`src/rtl/mpp_pkg.sv`:
```
// Shared definitions for the mpp execution unit: opcodes, ALU function codes,
// FSM state encoding and the multi-cycle opcode classifier.
package mpp_pkg;
  localparam int OP_W  = 4;
  localparam int ALU_W = 3;

  localparam logic [OP_W-1:0] OP_NOP  = 4'd0;
  localparam logic [OP_W-1:0] OP_LDI  = 4'd1;
  localparam logic [OP_W-1:0] OP_LDR  = 4'd2;
  localparam logic [OP_W-1:0] OP_STR  = 4'd3;
  localparam logic [OP_W-1:0] OP_ALU  = 4'd4;
  localparam logic [OP_W-1:0] OP_PUSH = 4'd5;
  localparam logic [OP_W-1:0] OP_POP  = 4'd6;
  localparam logic [OP_W-1:0] OP_IN   = 4'd7;
  localparam logic [OP_W-1:0] OP_OUT  = 4'd8;

  localparam logic [ALU_W-1:0] ALU_ADD = 3'd0;
  localparam logic [ALU_W-1:0] ALU_SUB = 3'd1;
  localparam logic [ALU_W-1:0] ALU_AND = 3'd2;
  localparam logic [ALU_W-1:0] ALU_OR  = 3'd3;
  localparam logic [ALU_W-1:0] ALU_XOR = 3'd4;
  localparam logic [ALU_W-1:0] ALU_NOT = 3'd5;
  localparam logic [ALU_W-1:0] ALU_SHL = 3'd6;
  localparam logic [ALU_W-1:0] ALU_SHR = 3'd7;

  typedef enum logic [1:0] {
    ST_IDLE = 2'd0,
    ST_EXEC = 2'd1,
    ST_WAIT = 2'd2
  } state_t;

  // ALU and POP need a second cycle (operand latch / synchronous stack read).
  function automatic logic is_long(input logic [OP_W-1:0] op);
    return (op == OP_ALU) || (op == OP_POP);
  endfunction
endpackage

```
`src/rtl/mpp_exec_unit_if.sv`:
```
// Command handshake and I/O bundle between the decoder and the execution unit.
interface mpp_exec_unit_if
  import mpp_pkg::*;
#(
  parameter int DATA_W      = 8,
  parameter int NUM_REGS    = 4,
  parameter int STACK_DEPTH = 16
);
  logic                           cmd_valid;
  logic                           cmd_ready;
  logic [OP_W-1:0]                cmd_op;
  logic [$clog2(NUM_REGS)-1:0]    cmd_sel;
  logic [DATA_W-1:0]              cmd_imm;
  logic                           done;
  logic [DATA_W-1:0]              acc;
  logic                           flag_c;
  logic                           flag_z;
  logic [DATA_W-1:0]              in_port;
  logic [DATA_W-1:0]              out_port;
  logic [$clog2(STACK_DEPTH):0]   stack_level;
  logic                           stack_err;

  modport master (
    output cmd_valid, cmd_op, cmd_sel, cmd_imm, in_port,
    input  cmd_ready, done, acc, flag_c, flag_z, out_port, stack_level, stack_err
  );

  modport slave (
    input  cmd_valid, cmd_op, cmd_sel, cmd_imm, in_port,
    output cmd_ready, done, acc, flag_c, flag_z, out_port, stack_level, stack_err
  );
endinterface

```
`src/rtl/mpp_alu.sv`:
```
// Combinational ALU: result, carry/borrow and zero for one function code.
module mpp_alu
  import mpp_pkg::*;
#(
  parameter int DATA_W = 8
) (
  input  logic [ALU_W-1:0]  fn_i,
  input  logic [DATA_W-1:0] a_i,
  input  logic [DATA_W-1:0] b_i,
  output logic [DATA_W-1:0] res_o,
  output logic              c_o,
  output logic              z_o
);
  logic [DATA_W:0] sum;

  // Function select; logic ops always clear carry.
  always_comb begin
    sum   = {1'b0, a_i} + {1'b0, b_i};
    res_o = '0;
    c_o   = 1'b0;
    case (fn_i)
      ALU_ADD: begin res_o = sum[DATA_W-1:0]; c_o = sum[DATA_W]; end
      ALU_SUB: begin res_o = a_i - b_i; c_o = (a_i < b_i); end
      ALU_AND: res_o = a_i & b_i;
      ALU_OR:  res_o = a_i | b_i;
      ALU_XOR: res_o = a_i ^ b_i;
      ALU_NOT: res_o = ~a_i;
      ALU_SHL: begin res_o = {a_i[DATA_W-2:0], 1'b0}; c_o = a_i[DATA_W-1]; end
      ALU_SHR: begin res_o = {1'b0, a_i[DATA_W-1:1]}; c_o = a_i[0]; end
    endcase
  end

  assign z_o = (res_o == '0);
endmodule

```
`src/rtl/mpp_exec_unit.sv`:
```
// mpp execution datapath: accumulator, register bank, C/Z flags, hardware
// stack and output port behind a valid/ready command handshake.
// Optional MPP_EXEC_STACK_GUARD_EN: refuse push-on-full / pop-on-empty and
// raise a sticky stack_err; otherwise the stack pointer wraps.
module mpp_exec_unit
  import mpp_pkg::*;
#(
  parameter int DATA_W      = 8,
  parameter int NUM_REGS    = 4,
  parameter int STACK_DEPTH = 16
) (
  input  logic           clk,
  input  logic           reset_n,
  mpp_exec_unit_if.slave bus
);
  localparam int SW = $clog2(NUM_REGS);
  localparam int PW = $clog2(STACK_DEPTH);
  localparam int LW = PW + 1;

  state_t                          state_q, state_d;
  logic [OP_W-1:0]                 op_q;
  logic [SW-1:0]                   sel_q;
  logic [DATA_W-1:0]               imm_q, acc_q, opnd_q, out_q;
  logic [NUM_REGS-1:0][DATA_W-1:0] regs_q;
  logic                            c_q, z_q, done_q, err_q, pop_ok_q;
  logic [LW-1:0]                   lvl_q, lvl_push, lvl_pop;
  logic [DATA_W-1:0]               mem_q [STACK_DEPTH];
  logic [PW-1:0]                   ptr;
  logic                            accept, sel_ok, push_ok, pop_ok;
  logic [DATA_W-1:0]               reg_rd, alu_res;
  logic                            alu_c, alu_z;

  assign accept = bus.cmd_valid && (state_q == ST_IDLE);
  assign ptr    = lvl_q[PW-1:0];
  assign sel_ok = ({1'b0, sel_q} < (SW+1)'(NUM_REGS));
  assign reg_rd = sel_ok ? regs_q[sel_q] : '0;

`ifdef MPP_EXEC_STACK_GUARD_EN
  assign push_ok  = (lvl_q != LW'(STACK_DEPTH));
  assign pop_ok   = (lvl_q != '0);
  assign lvl_push = lvl_q + 1'b1;
  assign lvl_pop  = lvl_q - 1'b1;
`else
  // Unguarded: level lives in the low PW bits and wraps modulo depth.
  assign push_ok  = 1'b1;
  assign pop_ok   = 1'b1;
  assign lvl_push = {1'b0, PW'(ptr + 1'b1)};
  assign lvl_pop  = {1'b0, PW'(ptr - 1'b1)};
`endif

  mpp_alu #(.DATA_W(DATA_W)) u_alu (
    .fn_i  (imm_q[ALU_W-1:0]),
    .a_i   (acc_q),
    .b_i   (opnd_q),
    .res_o (alu_res),
    .c_o   (alu_c),
    .z_o   (alu_z)
  );

  // FSM state register.
  always_ff @(posedge clk or negedge reset_n)
    if (!reset_n) state_q <= ST_IDLE;
    else          state_q <= state_d;

  // Next state: one EXEC cycle, plus WAIT for the two-cycle opcodes.
  always_comb begin
    state_d = state_q;
    case (state_q)
      ST_IDLE: if (bus.cmd_valid) state_d = ST_EXEC;
      ST_EXEC: state_d = is_long(op_q) ? ST_WAIT : ST_IDLE;
      default: state_d = ST_IDLE;
    endcase
  end

  // Command latch, datapath writeback and retire pulse.
  always_ff @(posedge clk or negedge reset_n) begin
    if (!reset_n) begin
      op_q     <= OP_NOP;
      sel_q    <= '0;
      imm_q    <= '0;
      acc_q    <= '0;
      opnd_q   <= '0;
      out_q    <= '0;
      regs_q   <= '0;
      c_q      <= 1'b0;
      z_q      <= 1'b0;
      done_q   <= 1'b0;
      err_q    <= 1'b0;
      pop_ok_q <= 1'b0;
      lvl_q    <= '0;
    end else begin
      done_q <= 1'b0;
      if (accept) begin
        op_q  <= bus.cmd_op;
        sel_q <= bus.cmd_sel;
        imm_q <= bus.cmd_imm;
      end
      if (state_q == ST_EXEC) begin
        done_q <= !is_long(op_q);
        case (op_q)
          OP_LDI:  acc_q <= imm_q;
          OP_LDR:  acc_q <= reg_rd;
          OP_STR:  if (sel_ok) regs_q[sel_q] <= acc_q;
          OP_ALU:  opnd_q <= reg_rd;
          OP_PUSH: if (push_ok) lvl_q <= lvl_push; else err_q <= 1'b1;
          OP_POP: begin
            pop_ok_q <= pop_ok;
            if (pop_ok) lvl_q <= lvl_pop; else err_q <= 1'b1;
          end
          OP_IN:   acc_q <= bus.in_port;
          OP_OUT:  out_q <= acc_q;
          default: ;
        endcase
      end
      if (state_q == ST_WAIT) begin
        done_q <= 1'b1;
        if (op_q == OP_ALU) begin
          acc_q <= alu_res;
          c_q   <= alu_c;
          z_q   <= alu_z;
        end else if (pop_ok_q) begin
          acc_q <= mem_q[ptr];
        end
      end
    end
  end

  // Stack storage: written by an accepted push, not reset.
  always_ff @(posedge clk)
    if (state_q == ST_EXEC && op_q == OP_PUSH && push_ok) mem_q[ptr] <= acc_q;

  assign bus.cmd_ready   = (state_q == ST_IDLE);
  assign bus.done        = done_q;
  assign bus.acc         = acc_q;
  assign bus.flag_c      = c_q;
  assign bus.flag_z      = z_q;
  assign bus.out_port    = out_q;
  assign bus.stack_level = lvl_q;
  assign bus.stack_err   = err_q;
endmodule

```
`src/flat_wrapper.sv`:
```
// flat-port wrapper written by rule: the top's interface ports become plain ports
module mpp_exec_unit_flat import mpp_pkg::*;
#(
  parameter int DATA_W      = 8,
  parameter int NUM_REGS    = 4,
  parameter int STACK_DEPTH = 16
)
  (clk, reset_n, bus_cmd_valid, bus_cmd_op, bus_cmd_sel, bus_cmd_imm, bus_in_port, bus_cmd_ready, bus_done, bus_acc, bus_flag_c, bus_flag_z, bus_out_port, bus_stack_level, bus_stack_err);
  mpp_exec_unit_if #(.DATA_W(DATA_W), .NUM_REGS(NUM_REGS), .STACK_DEPTH(STACK_DEPTH)) bus_i ();
  input  logic clk;
  input  logic reset_n;
  input wire logic [$bits(bus_i.cmd_valid)-1:0] bus_cmd_valid;
  input wire logic [$bits(bus_i.cmd_op)-1:0] bus_cmd_op;
  input wire logic [$bits(bus_i.cmd_sel)-1:0] bus_cmd_sel;
  input wire logic [$bits(bus_i.cmd_imm)-1:0] bus_cmd_imm;
  input wire logic [$bits(bus_i.in_port)-1:0] bus_in_port;
  output wire logic [$bits(bus_i.cmd_ready)-1:0] bus_cmd_ready;
  output wire logic [$bits(bus_i.done)-1:0] bus_done;
  output wire logic [$bits(bus_i.acc)-1:0] bus_acc;
  output wire logic [$bits(bus_i.flag_c)-1:0] bus_flag_c;
  output wire logic [$bits(bus_i.flag_z)-1:0] bus_flag_z;
  output wire logic [$bits(bus_i.out_port)-1:0] bus_out_port;
  output wire logic [$bits(bus_i.stack_level)-1:0] bus_stack_level;
  output wire logic [$bits(bus_i.stack_err)-1:0] bus_stack_err;
  assign bus_i.cmd_valid = bus_cmd_valid;
  assign bus_i.cmd_op = bus_cmd_op;
  assign bus_i.cmd_sel = bus_cmd_sel;
  assign bus_i.cmd_imm = bus_cmd_imm;
  assign bus_i.in_port = bus_in_port;
  assign bus_cmd_ready = bus_i.cmd_ready;
  assign bus_done = bus_i.done;
  assign bus_acc = bus_i.acc;
  assign bus_flag_c = bus_i.flag_c;
  assign bus_flag_z = bus_i.flag_z;
  assign bus_out_port = bus_i.out_port;
  assign bus_stack_level = bus_i.stack_level;
  assign bus_stack_err = bus_i.stack_err;
  mpp_exec_unit #(.DATA_W(DATA_W), .NUM_REGS(NUM_REGS), .STACK_DEPTH(STACK_DEPTH)) u_core (.clk(clk), .reset_n(reset_n), .bus(bus_i));
endmodule
```
`config.mk`:
```
export PLATFORM = sky130hd
export DESIGN_NAME = mpp_exec_unit_flat
export DESIGN_NICKNAME = d
export VERILOG_FILES = /design/src/rtl/mpp_pkg.sv /design/src/rtl/mpp_exec_unit_if.sv /design/src/rtl/mpp_alu.sv /design/src/rtl/mpp_exec_unit.sv /design/src/flat_wrapper.sv
export SDC_FILE = /design/constraint.sdc
export NUM_CORES = 1
export LEC_CHECK = 0
export CAP_MARGIN = 20
export CORE_ASPECT_RATIO = 0.75
export CORE_UTILIZATION = 40
export CTS_BUF_LIST = sky130_fd_sc_hd__clkbuf_8
export DETAILED_ROUTE_END_ITERATION = 12
export DONT_BUFFER_PORTS = 1
export PLACE_DENSITY = 0.6
export SLEW_MARGIN = 20
export SYNTH_ARGS = -nofsm -noshare
export SYNTH_HDL_FRONTEND = slang
export SYNTH_SLANG_ARGS = --single-unit
```
`constraint.sdc`:
```
create_clock -name clk -period 3.44 [get_ports clk]
set_input_delay 0.344 -clock clk [delete_from_list [all_inputs] [get_ports clk]]
set_output_delay 0.344 -clock clk [all_outputs]
set_load 0.005 [all_outputs]
```
# After elaboration in Yosys (flattened, before gate mapping)
# Memory sizes are Yosys's and may differ from the RTL's.
# Cells that the tools add are included.
[word_totals]
output_inout_bits = 26
inputBits = 25
ff_bits = 81
mem_count = 1
mem_bits_rw = 128
[memory_table]
columns = ["name", "depth", "word_bits", "rd", "rd_ports_with_merged_regs", "wr", "line", "rtl"]
rows = [
  ["u_core.mem_q", 16, 8, 1, 0, 1, "mpp_exec_unit.sv:27", "logic [DATA_W-1:0] mem_q [STACK_DEPTH];"],
]
[classes]
bitwise = 4
muxes = 20
eq_ne = 18
n_reduce_logical = 15
addsub = 4
order_cmp = 3
[ops]
columns = ["op", "count"]
rows = [
  ["8-bit one-hot mux with 8 select lines", 1],
  ["8-bit two-way mux", 6],
  ["32-bit bitwise mux", 1],
  ["8-bit one-hot mux with 3 select lines", 1],
  ["8-bit binary-select mux with 2-bit select", 1],
  ["8-bit demux with 2-bit select", 1],
  ["4-bit by 3-bit == test with 1-bit output, second input constant", 4],
  ["3-bit == test, second input constant", 4],
  ["2-bit AND reduction", 6],
  ["5-bit one-hot mux with 2 select lines", 1],
  ["8-bit by 8-bit adder with 9-bit output", 1],
  ["8-bit bitwise AND", 1],
  ["4-bit by 2-bit == test with 1-bit output, second input constant", 2],
  ["8-bit logical NOT", 1],
  ["8-bit < comparator", 1],
  ["8-bit inverter", 1],
  ["8-bit bitwise OR", 1],
  ["8-bit subtractor", 1],
  ["8-bit bitwise XOR", 1],
  ["3-bit by 2-bit == test with 1-bit output, second input constant", 2],
  ["4-bit by 1-bit adder with 4-bit output, second input constant", 1],
  ["4-bit by 1-bit == test with 1-bit output, second input constant", 1],
  ["4-bit == test, second input constant", 1],
  ["1-bit two-way mux", 4],
  ["16 further kinds", 19],
]

# Logic depth before layout (Yosys ltp)
# Gate-level depths: netlist of run 1.
[logic_depth]
depth_word = 7
mapped_depth = 10
ltp_nobuf = 10

# Cells and area by module
# From an unflattened synthesis of run 1, not the netlist that was laid out.
[unflattened]
hier_cells = 785
area_unflattened_um2 = 10531.4
[by_module_without_submodules]
columns = ["mod", "instances", "seq_area_each_um2", "area_each_um2", "cells_per_inst"]
rows = [
  ["mpp_exec_unit", 1, 5845.6, 8958.6, 572],
  ["mpp_alu", 1, 0.0, 1572.8, 213],
]

# Worst setup path after synthesis of run 1
# No wires, ideal clock.
[synth_timing]
path_type = "register to register"
start = "register u_core.acc_q[3], in the netlist u_core.bus.acc[3]"
end = "register u_core.z_q, in the netlist u_core.bus.flag_z"
synth_period_minus_slack_ns = 2.781
path_slack_ns = 0.659
path_stages_with_launch = 11
arrival_time_ns = 2.714
required_ns = 3.373
cell_sequence = "dfrtp_1 > inv_1 > ha_1 > buf_2 > inv_2 > a21o_1 > a221o_1 > o31ai_1 > mux2_1 > nor4_1 > a32o_1"
[synth_via]
elab_chain_cells = 3
word_cells_on_any_way = 8
classes_between = "2 x add/sub; 1 x mux; 4 x bitwise; 1 x reduce/logical"
[synth_rtl]
columns = ["item", "line", "rtl"]
rows = [
  ["start: declaration", "mpp_exec_unit.sv:23", "logic [DATA_W-1:0] imm_q, acc_q, opnd_q, out_q;"],
  ["start signal: assignment", "mpp_exec_unit.sv:101", "OP_LDI: acc_q <= imm_q;"],
  ["start signal: assignment", "mpp_exec_unit.sv:102", "OP_LDR: acc_q <= reg_rd;"],
  ["start signal: assignment", "mpp_exec_unit.sv:110", "OP_IN: acc_q <= bus.in_port;"],
  ["8-bit subtractor (tied with other cells)", "mpp_alu.sv:23", "ALU_SUB: begin res_o = a_i - b_i; c_o = (a_i < b_i); end"],
  ["8-bit one-hot mux with 8 select lines *", "mpp_alu.sv:21", "case (fn_i)"],
  ["8-bit logical NOT *", "mpp_alu.sv:33", "assign z_o = (res_o == '0);"],
  ["end signal: assignment", "mpp_exec_unit.sv:120", "z_q <= alu_z;"],
  ["end: declaration", "mpp_exec_unit.sv:25", "logic c_q, z_q, done_q, err_q, pop_ok_q;"],
]
# Every way passes the cells marked *; elsewhere a longest branch is shown, timed or not.
# A chain may end at the register's enable or synchronous reset.

# Worst setup path in the final report of run 1
[layout_timing]
start = "register u_core.acc_q[2], in the netlist u_core.bus.acc[2]"
end = "register u_core.z_q, in the netlist u_core.bus.flag_z"
# The elaborated chain is that of the path after synthesis.

==> metrics.txt, run 1 <==
most common cell after layout, fill and taps aside=edfxtp_1; die area=around 0.025 mm2; layout cells sized above 1=between 15 and 20%; fin crit share=between 80 and 90%; final setup fails=0; Setup Crit Path Kind=reg2reg; VDD IR max=between 0.2 and 0.3 mV; PortBufs=0; Placed Instances=around 1100; Max FO, Critical Path=10; Routed wire per std cell=around 23 um; Crit-path slowest cell=dfrtp_1; final setup TNS=0 ns; Mapped Area=between 0.009 and 0.01 mm2; GR Util All Layers=about a fifth; Worst Setup Start Kind=register; Area contributors post-synth=edfxtp_1, dfrtp_1, mux4_2; most frequent cells in the layout=edfxtp_1, dfrtp_1, nand2_1; WL final=between 20 and 30 mm; post-DP HPWL=17.97 mm; worst r2r src=u_core.bus.acc[2]; minimum clock period=2.910 ns; via count=6346; Ports=51; Synth async-reset ratio=roughly two fifths; crit path DAT=~3.4 ns; crit path from=u_core.bus.acc[2]; largest net degree at the start of global routing=81; fmax=343.7 MHz; clk_lat worst skew=between 0.5 and 0.6 ns; r2r setup slk=about 0.53 ns; RSZ-0062 raised after global routing=false; Max clock buf depth=3; slew margin rel.=roughly 38%; clk sinks=roughly 210; Row Count=just under 50; Mean Syn Cell Area=around 13 um2; Area Growth Syn to Fin=12.80%; setup bufs post-CTS=0; CTS tree=done; n_diodes=0; Via density=5.606; Fin Clk Skew=0.03249 ns; Final #Nets=approximately 830; Power Density=753.3 mW/mm2; final hold vios=0; Iter 0 DRT Violations=511; status=completed; chip height=about 140 um; Worst Path Required=3.91 ns; Routed Antenna Nets=0; sequential-to-total area share from yosys stat=roughly three fifths; DR pass1 iterations=5; Hold Path Class=in2reg; final slew viol count=0; post-synthesis register bit count=roughly 210; Max stage delay on crit path=roughly 0.53 ns; Residual DRC=0; fillers=~2200; Post-Synthesis Cells=about 740; total core area=approximately 0.024 mm2; initial antenna violation count=0; first-pass GRT wire length=39.16 mm; GRT overflow=0; min-delay src=bus_cmd_valid; RePlAce Congestion=0.9899; top cell type by total area after synthesis=edfxtp_1; Critical Path, Cell by Cell=inv_1 -> ha_1 -> nor3_1 -> a221o_1 -> o31ai_1 -> mux2_1 -> nor4_1 -> a32o_1; Max Cap Viol=0; fin cells=between 1000 and 1500; clk slew on worst S/H paths=roughly 0.060 ns; Worst Tran Pin Value=just over 0.9 ns; Die X=between 150 and 200 um; final core utilization=46.33%; final hold slack=0.3787 ns; Lkg Pwr=around 4.3 nW; Starting Density=41.07%; EDFF count, synth=128; Synth top area share=between 30 and 40%; Ys Warns=0; library cells used by synthesis=57; CTS Buf Count=35; vias in the first global route=between 6000 and 7000; Root Driver=clkbuf_8; Top FF cell, synth=edfxtp_1; Max H-tree Level=2; crit path capture type=register
==> where the power goes <==
| group | leakage, nW | internal, W | switching, W |
|---|---|---|---|
| combinational | 1.66 | 0.00120 | 0.00160 |
| clock | 0.371 | 0.00108 | 0.00102 |
| sequential | 2.23 | 0.00310 | 0.000432 |
==> state kept, by name (all words and copies together), names as in the netlist, 4 cells and up <==
signal / count
u_core.imm_q: 8
u_core.bus.out_port: 8
u_core.bus.stack_level: 4
u_core.regs_q: 32
u_core.bus.acc: 8
u_core.mem_q: 128
u_core.opnd_q: 8
u_core.op_q: 4
==> critical path: cells and delay by family (launching register included) <==
kind                       cells  cell delay, ns
adders and majority gates      1            0.51
buffers and inverters          1            0.19
AOI/OAI and AO/OA              3            0.87
muxes                          1            0.37
and+or+nand+nor                2            0.38
DFF                            1            0.53
==> path summary, 6_finish.rpt <==
| kind | endpoint | cells after the start |
|---|---|---|
| max | u_core.bus.flag_z | 8 |
| min | u_core.state_q[0] | 1 |
| max reg2reg | u_core.bus.flag_z | 8 |
| min reg2reg | u_core.regs_q[18] | 2 |
| max in group asynchronous | u_core.bus.acc[0] | 2 |
| min in group asynchronous | u_core.bus.out_port[6] | 2 |
==> kinds of logic (layout without fill, tap and decap cells) <==
group	count (synthesis)	after routing	synth area share (%)
compound gates	149	149	9.068
xor+xnor	7	7	0.6180
fa+ha+maj	29	29	3.884
buf+inv	73	138	3.355
flops	208	208	58.92
mux	88	88	15.80
other cells	1	2	0.03780
simple gates	180	180	8.311
==> Yosys cell counts (3+ instances only) <==
cell	n
a211o_1	5
a211oi_1	4
a21o_1	4
a21oi_1	29
a221oi_1	4
a22oi_1	11
buf_1	5
buf_2	12
buf_4	3
clkbuf_1	16
dfrtp_1	80
edfxtp_1	128
fa_1	3
ha_1	26
inv_1	30
inv_2	3
mux2_1	11
mux2_2	18
mux2i_1	10
mux4_1	10
mux4_2	39
nand2_1	64
nand2b_1	17
nand3_1	10
nand3b_1	3
nand4_1	6
nor2_1	50
nor2b_1	9
nor3_1	12
o21ai_0	48
o21ai_1	16
o21bai_1	3
o22ai_1	8
o31ai_1	3
xnor2_1	3
xor2_1	4
==> final cells by class <==
type | instances | area (um2) | area share (%)
Tap cell | 331 | 414.1 | 3.701
Clock inverter | 22 | 133.9 | 1.196
Timing Repair Buffer | 46 | 415.4 | 3.712
Sequential cell | 208 | 5848 | 52.26
Multi-Input combinational cell | 455 | 3746 | 33.48
Clock buffer | 37 | 509.2 | 4.551
Inverter | 33 | 123.9 | 1.107
==> through the flow <==
| step | setup WS (ns) | area, um2 | total power [W] |
|---|---|---|---|
| floorplan | 0.6588 | 9925 | 0.005404 |
| global placement | 0.6296 | 10370 | 0.006274 |
| detailed placement | 0.5741 | 10370 | 0.006323 |
| CTS | 0.5314 | 11190 | 0.008470 |
| global route | 0.2762 | 11190 | 0.008863 |
| finish | 0.5302 | 11190 | 0.008430 |
==> metal layers <==
metal  GRT usage [%]  vias to the layer above  part of all wire, %
li1                -                     2853                    -
met1           32.59                     3214                   49
met2           29.29                      233                   41
met3           4.926                       46                  7.7
met4           6.096                        0                  2.1
met5               0                        -                    0
==> what timing repair did <==
action                                 CTS  global route
endpoints found under the hold margin   94             0
hold buffers                            16             0
gates resized for setup                  0             0
No activity file was read; power rests on OpenSTA's default activity.
==> run 2: changes to the inputs <==
Settings changed: PLACE_DENSITY 0.6 to 0.62.
Clock period 3.44 ns to 2.4 ns, I/O delays scaled along.
==> run 2 against run 1 <==
Against the previous run:
- fmax increased by 22%
- largest cell class unchanged
- power increased by 60%
- critical path type unchanged
- clock-buffer cell count increased by 1
- sequential share of layout area decreased by 4.3 points
- via count increased by 5.9%
- clock power increased by 54%
- highest routed layer unchanged
- cell area increased by 9.2%
- critical path depth decreased by 2
- routed wire length increased by 0.94%
- hold slack got worse by 0.28 ns
- first-iteration DRC count increased by 14%
- die area unchanged
==> metrics.txt, run 2 (synthesis results as in run 1) <==
Fin Clk Skew=0.03322 ns (+0.0007229 ns); Lkg Pwr=4.801 nW (+13%); CTS Buf Count=35 (unchanged); max reg flops=128 (unchanged); most common cell after layout, fill and taps aside=edfxtp_1; slew margin rel.=54.77% (+17 points); RSZ-0062 raised after global routing=true; WL final=26.52 mm (+0.94%); Hold Path Class=in2reg; Reg2Reg Depth=6 (-2); clk sinks=208 (unchanged); Die X=183.9 um (unchanged); GR Util All Layers=21.29% (+0.22 points); n_diodes=0 (unchanged); RePlAce Congestion=0.9064 (-8.4%); Root Driver=clkbuf_8; final slew viol count=0 (unchanged); fillers=2103 (-3.4%); most frequent cells in the layout=edfxtp_1, buf_4, dfrtp_1; crit path capture type=register; Max stage delay on crit path=0.62 ns (+0.09 ns); Residual DRC=0 (unchanged); Setup Crit Path Kind=reg2reg; Via density=5.461 (-2.6%); DR pass1 iterations=8 (+3); Routed Antenna Nets=0 (unchanged); Top Registers=u_core.mem_q: 128 flops, u_core.regs_q: 32 flops; via count=6723 (+5.9%); initial antenna violation count=1 (+1); VDD IR max=0.6688 mV (+130%); crit path DAT=2.75 ns (-0.63 ns); chip height=138.4 um (unchanged); Area Growth Syn to Fin=23.13%; post-DP HPWL=18.73 mm (+4.2%); PortBufs=0 (unchanged); CTS tree=done; Max H-tree Level=2 (unchanged); largest net degree at the start of global routing=81 (unchanged); Register Area=0.005856 mm2 (+0.13%); minimum clock period=2.385 ns (-0.5246 ns); clk_lat worst skew=0.54 ns (about the same); fmax=419.2 MHz (+22%); Max clock buf depth=3 (unchanged); die area=0.02544 mm2 (unchanged); Ports=51 (unchanged); fin crit share=99.38% (+15 points); Row Count=49 (unchanged); layout cells sized above 1=31.00% (+13 points); pre-CTS WS=-0.1069 ns (-0.6810 ns); area taken by multi-input logic gates=0.003889 mm2 (+3.8%); Setup WS post-layout=0.01476 ns (-0.5154 ns); clk slew on worst S/H paths=0.07 ns (about the same); final hold vios=0 (unchanged); vias in the first global route=6539 (+4.7%); Worst Setup Start Kind=register; Final #Nets=928 (+11%); hold depth=2 (+1); Power Density=1105 mW/mm2 (+47%); largest register by flop count=u_core.mem_q; Critical Path, Cell by Cell=buf_4 -> mux4_1 -> mux4_2 -> and3_1 -> a21oi_1 -> o22ai_1; GRT overflow=0 (unchanged); Routed wire per std cell=21.54 um (-7.2%); Worst Tran Pin Value=0.6765 ns (-0.2556 ns); Worst Path Required=2.77 ns (-1.14 ns); Starting Density=41.07% (unchanged); total core area=0.02416 mm2 (unchanged); final setup fails=0 (unchanged); Max FO, Critical Path=4 (-6); first-pass GRT wire length=40.14 mm (+2.5%); final hold slack=0.09939 ns (-0.2793 ns); Iter 0 DRT Violations=585 (+14%); Crit-path slowest cell=mux4_1; status=completed; Max Cap Viol=0 (unchanged)
## run 2: power breakdown
group	leakage, nW	internal (W)	switching [W]	total (W)
Clock	0.408	0.00179	0.00144	0.00323
Combinational	2.17	0.00255	0.00286	0.00541
Sequential	2.22	0.00446	0.000405	0.00486
## run 2: layout make-up
class / instances / share of cell area [%]
Timing Repair Buffer: 141 / 10.03
Tap cell: 331 / 3.390
Clock buffer: 38 / 4.281
Sequential cell: 208 / 47.94
Clock inverter: 25 / 1.516
Inverter: 33 / 1.014
Multi-Input combinational cell: 455 / 31.83
## run 2: stage by stage
stage               cell area (um2)  cells  TNS (ns)  total power [W]  util [%]
floorplan                      9953    736  -0.07556         0.007781         -
global placement              11080   1141  -0.07080         0.009753     45.89
detailed placement            11080   1141   -0.1099         0.009788     45.89
CTS                           12030   1222         0          0.01320     49.80
global route                  12220   1231  -0.06007          0.01420     50.57
finish                        12220   1231         0          0.01350     50.57
## run 2: worst max-delay path, delay by kind of cell, from the launching register on
family | cells | cell delay, ns
buffers and inverters | 1 | 0.18
muxes | 2 | 1.12
and+or+nand+nor | 1 | 0.21
DFF | 1 | 0.45
AOI/OAI and AO/OA | 2 | 0.25
## run 2: timing repair
item,4_1_cts,5_1_grt
hold buffers,16,0
endpoints found under the setup margin,3,8
cloned,0,1
endpoints found under the hold margin,94,0
resized for setup,8,28
buffers inserted,2,8
pin swaps,1,13
## run 2: path summary, 6_finish.rpt
kind | from | to | slack [ns]
min reg2reg | u_core.regs_q[20] | u_core.regs_q[20] | 0.48
max in group asynchronous | reset_n | u_core.bus.acc[6] | 1.73
min in group asynchronous | reset_n | u_core.regs_q[15] | 0.29
max | u_core.bus.stack_level[0] | u_core.bus.acc[0] | 0.01
max reg2reg | u_core.bus.stack_level[0] | u_core.bus.acc[0] | 0.01
min | bus_cmd_valid | u_core.state_q[0] | 0.1
## run 2: routing by layer
metal	wire [um]	vias to the layer above	GRT usage (%)
met2	10700	296	27.79
met5	0	-	0
met3	2873	48	7.113
met1	12430	3345	33.19
met4	513	0	5.921
li1	-	3034	-
==> run 3: changes to the inputs <==
--- a/config.mk
+++ b/config.mk
@@ -12,5 +12,5 @@
 export DETAILED_ROUTE_END_ITERATION = 12
 export DONT_BUFFER_PORTS = 1
-export PLACE_DENSITY = 0.62
+export PLACE_DENSITY_LB_ADDON = 0.25
 export SLEW_MARGIN = 20
 export SYNTH_ARGS = -nofsm -noshare
==> constraint.sdc (replaced) <==
create_clock -name clk -period 2.4 [get_ports clk]
set_input_delay 0.24 -clock clk [delete_from_list [all_inputs] [get_ports clk]]
set_output_delay 0.24 -clock clk [all_outputs]
set_load 0.05 [all_outputs]
==> run 3 against run 2 <==
Against the previous run:
- the flow now finishes with violations (setup timing)
- sequential power grew 6.0%
- hold slack gained 0.070 ns
- core utilization shrank 0.36 points
- fmax shrank 1.9%
- routed wire length is essentially flat
- global-route usage shrank 0.094 points
- setup slack lost 0.046 ns
- register-to-register slack lost 0.05 ns
- clock-buffer cell count grew 4
- first-iteration DRC count grew 11%
- non-clock buffer count shrank 16
- largest power group unchanged
- highest routed layer unchanged
==> metrics.txt, run 3 (synthesis results as in run 1) <==
clk sinks=208 (unchanged); final setup fails=1 (+1); final hold vios=0 (unchanged); Row Count=49 (unchanged); Worst Path Required=2.84 ns (+0.07 ns); GRT overflow=0 (unchanged); design area=0.01213 mm2 (-0.71%); die area=0.02544 mm2 (unchanged); n_diodes=0 (unchanged); RePlAce Congestion=0.9153 (+0.98%); Max clock buf depth=3 (unchanged); crit-path leading delay family=compound AO/OA/AOI/OAI gates; CTS tree=done; Max stage delay on crit path=0.46 ns (-0.16 ns); Ports=51 (unchanged); met1 Resource Use GR=33.83% (+0.64 points); Hold Path Class=in2reg; Routed Antenna Nets=0 (unchanged); Placed Instances=1133 (-0.70%); Placed Area=0.01101 mm2 (-0.71%); minimum clock period=2.431 ns (+0.04602 ns); Max Cap Viol=0 (unchanged); Iter 0 DRT Violations=651 (+11%); slew margin rel.=51.00% (-3.8 points); Die X=183.9 um (unchanged); hold depth=2 (unchanged); Worst Tran Pin Value=0.7351 ns (+0.05855 ns); largest register by flop count=u_core.mem_q; total core area=0.02416 mm2 (unchanged); initial antenna violation count=1 (unchanged); fmax=411.3 MHz (-1.9%); Routed wire per std cell=21.84 um (+1.4%); Worst R2R End=u_core.bus.flag_z; Top Registers=u_core.mem_q: 128 flops, u_core.regs_q: 32 flops; RSZ-0062 raised after global routing=true; worst r2r src=u_core.opnd_q[0]; GR Util All Layers=21.19% (-0.094 points); Final #Nets=912 (-1.7%); Max FO, Critical Path=4 (unchanged); VDD IR max=0.5257 mV (-21%); max reg flops=128 (unchanged); Starting Density=41.07% (unchanged); Via density=5.496 (+0.64%); largest net degree at the start of global routing=81 (unchanged); first-pass GRT wire length=39.72 mm (-1.0%); Setup Crit Path Kind=reg2reg; CTS Buf Count=35 (unchanged); status=finished, violations left; fin crit share=101.3% (+1.9 points); crit path DAT=2.87 ns (+0.12 ns); layout cells sized above 1=31.52% (+0.52 points); Setup WS post-layout=-0.03126 ns (-0.04602 ns); final slew viol count=0 (unchanged); vias in the first global route=6590 (+0.78%); Worst Setup Start Kind=register; Max H-tree Level=2 (unchanged); GRT Max-Usage Layer=met1; most frequent cells in the layout=edfxtp_1, buf_4, dfrtp_1; clk_lat worst skew=0.52 ns (-0.02 ns); via count=6667 (-0.83%); clk slew on worst S/H paths=0.07 ns (about the same); r2r setup slk=-0.03 ns (-0.05 ns); failing checks=setup timing; final core utilization=50.21% (-0.36 points); Crit-path slowest cell=dfrtp_2; Power Density=1152 mW/mm2 (+4.2%); WL final=26.49 mm (about the same); chip height=138.4 um (unchanged); Critical Path, Cell by Cell=ha_4 -> fa_2 -> or2_4 -> a22o_4 -> a31oi_4 -> o221ai_4 -> nor4_4 -> a32o_1; Fin Clk Skew=0.02026 ns (-0.01296 ns); buffers and inverters on the worst path=0 (-1); DR pass1 iterations=6 (-2); worst hold path endpoint=u_core.state_q[0]; Root Driver=clkbuf_8; met3 GRT Util=5.479% (-1.6 points); fin cells=1213 (-1.5%); post-DP HPWL=18.54 mm (-1.0%); Lkg Pwr=4.690 nW (-2.3%); Reg2Reg Depth=8 (+2); most common cell after layout, fill and taps aside=edfxtp_1; Area Growth Syn to Fin=22.26%; met2 GRT Util=27.67% (-0.12 points); crit path capture type=register; Residual DRC=0 (unchanged); min-delay src=bus_cmd_valid; PortBufs=0 (unchanged)
==> run 3: final cells by class <==
| type | instances | area, um2 |
|---|---|---|
| Tap cell | 331 | 414.1 |
| Inverter | 33 | 128.9 |
| Timing Repair Buffer | 125 | 1028 |
| Fill cell | 2117 | 12030 |
| Multi-Input combinational cell | 455 | 3996 |
| Clock inverter | 19 | 108.9 |
| Clock buffer | 42 | 578.1 |
| Sequential cell | 208 | 5874 |
==> run 3: worst max path at each step <==
| stage | slack (ns) | cells after the start | endpoint | start |
|---|---|---|---|---|
| after floorplan | -0.14 | 10 | u_core.bus.flag_z | u_core.bus.acc[3] |
| after global placement | -0.38 | 10 | u_core.bus.flag_z | u_core.bus.acc[1] |
| after detailed placement | -0.27 | 10 | u_core.bus.flag_z | u_core.bus.acc[1] |
| after CTS | -0.08 | 9 | u_core.bus.flag_z | u_core.bus.acc[3] |
| after global routing | -0.09 | 8 | u_core.bus.flag_z | u_core.opnd_q[0] |
| final | -0.03 | 8 | u_core.bus.flag_z | u_core.opnd_q[0] |
==> run 3: metrics by stage <==
stage	setup TNS (ns)	setup WS (ns)	power [W]	hold slack [ns]
floorplan	-0.1355	-0.1355	0.008359	-0.05559
global route	-0.1553	-0.09016	0.01468	0.1570
finish	-0.03126	-0.03126	0.01398	0.1692
detailed placement	-0.3835	-0.2655	0.01032	-0.05423
CTS	-0.08438	-0.07556	0.01364	0.1220
global placement	-0.7129	-0.3773	0.01024	-0.05338
==> run 3: power breakdown <==
| group | internal [W] | switching (W) |
|---|---|---|
| registers | 0.00448 | 0.000676 |
| clock network | 0.00170 | 0.00142 |
| logic | 0.00246 | 0.00325 |
| total | 0.00863 | 0.00535 |
==> run 3: metal layers <==
metal | up-vias | share of wire [%] | routed length [um]
met5 | - | 0 | 0
met4 | 0 | 2.2 | 583
met3 | 41 | 7.3 | 1933
met2 | 198 | 40 | 10710
met1 | 3421 | 50 | 13260
li1 | 3007 | - | -
==> run 3: timing repair <==
action / in CTS / in global routing
cloned: 0 / 0
setup buffers: 2 / 1
endpoints found under the hold margin: 94 / 0
setup endpoints to repair: 4 / 7
pin swaps: 10 / 17
hold buffers: 16 / 0
gates resized for setup: 11 / 40
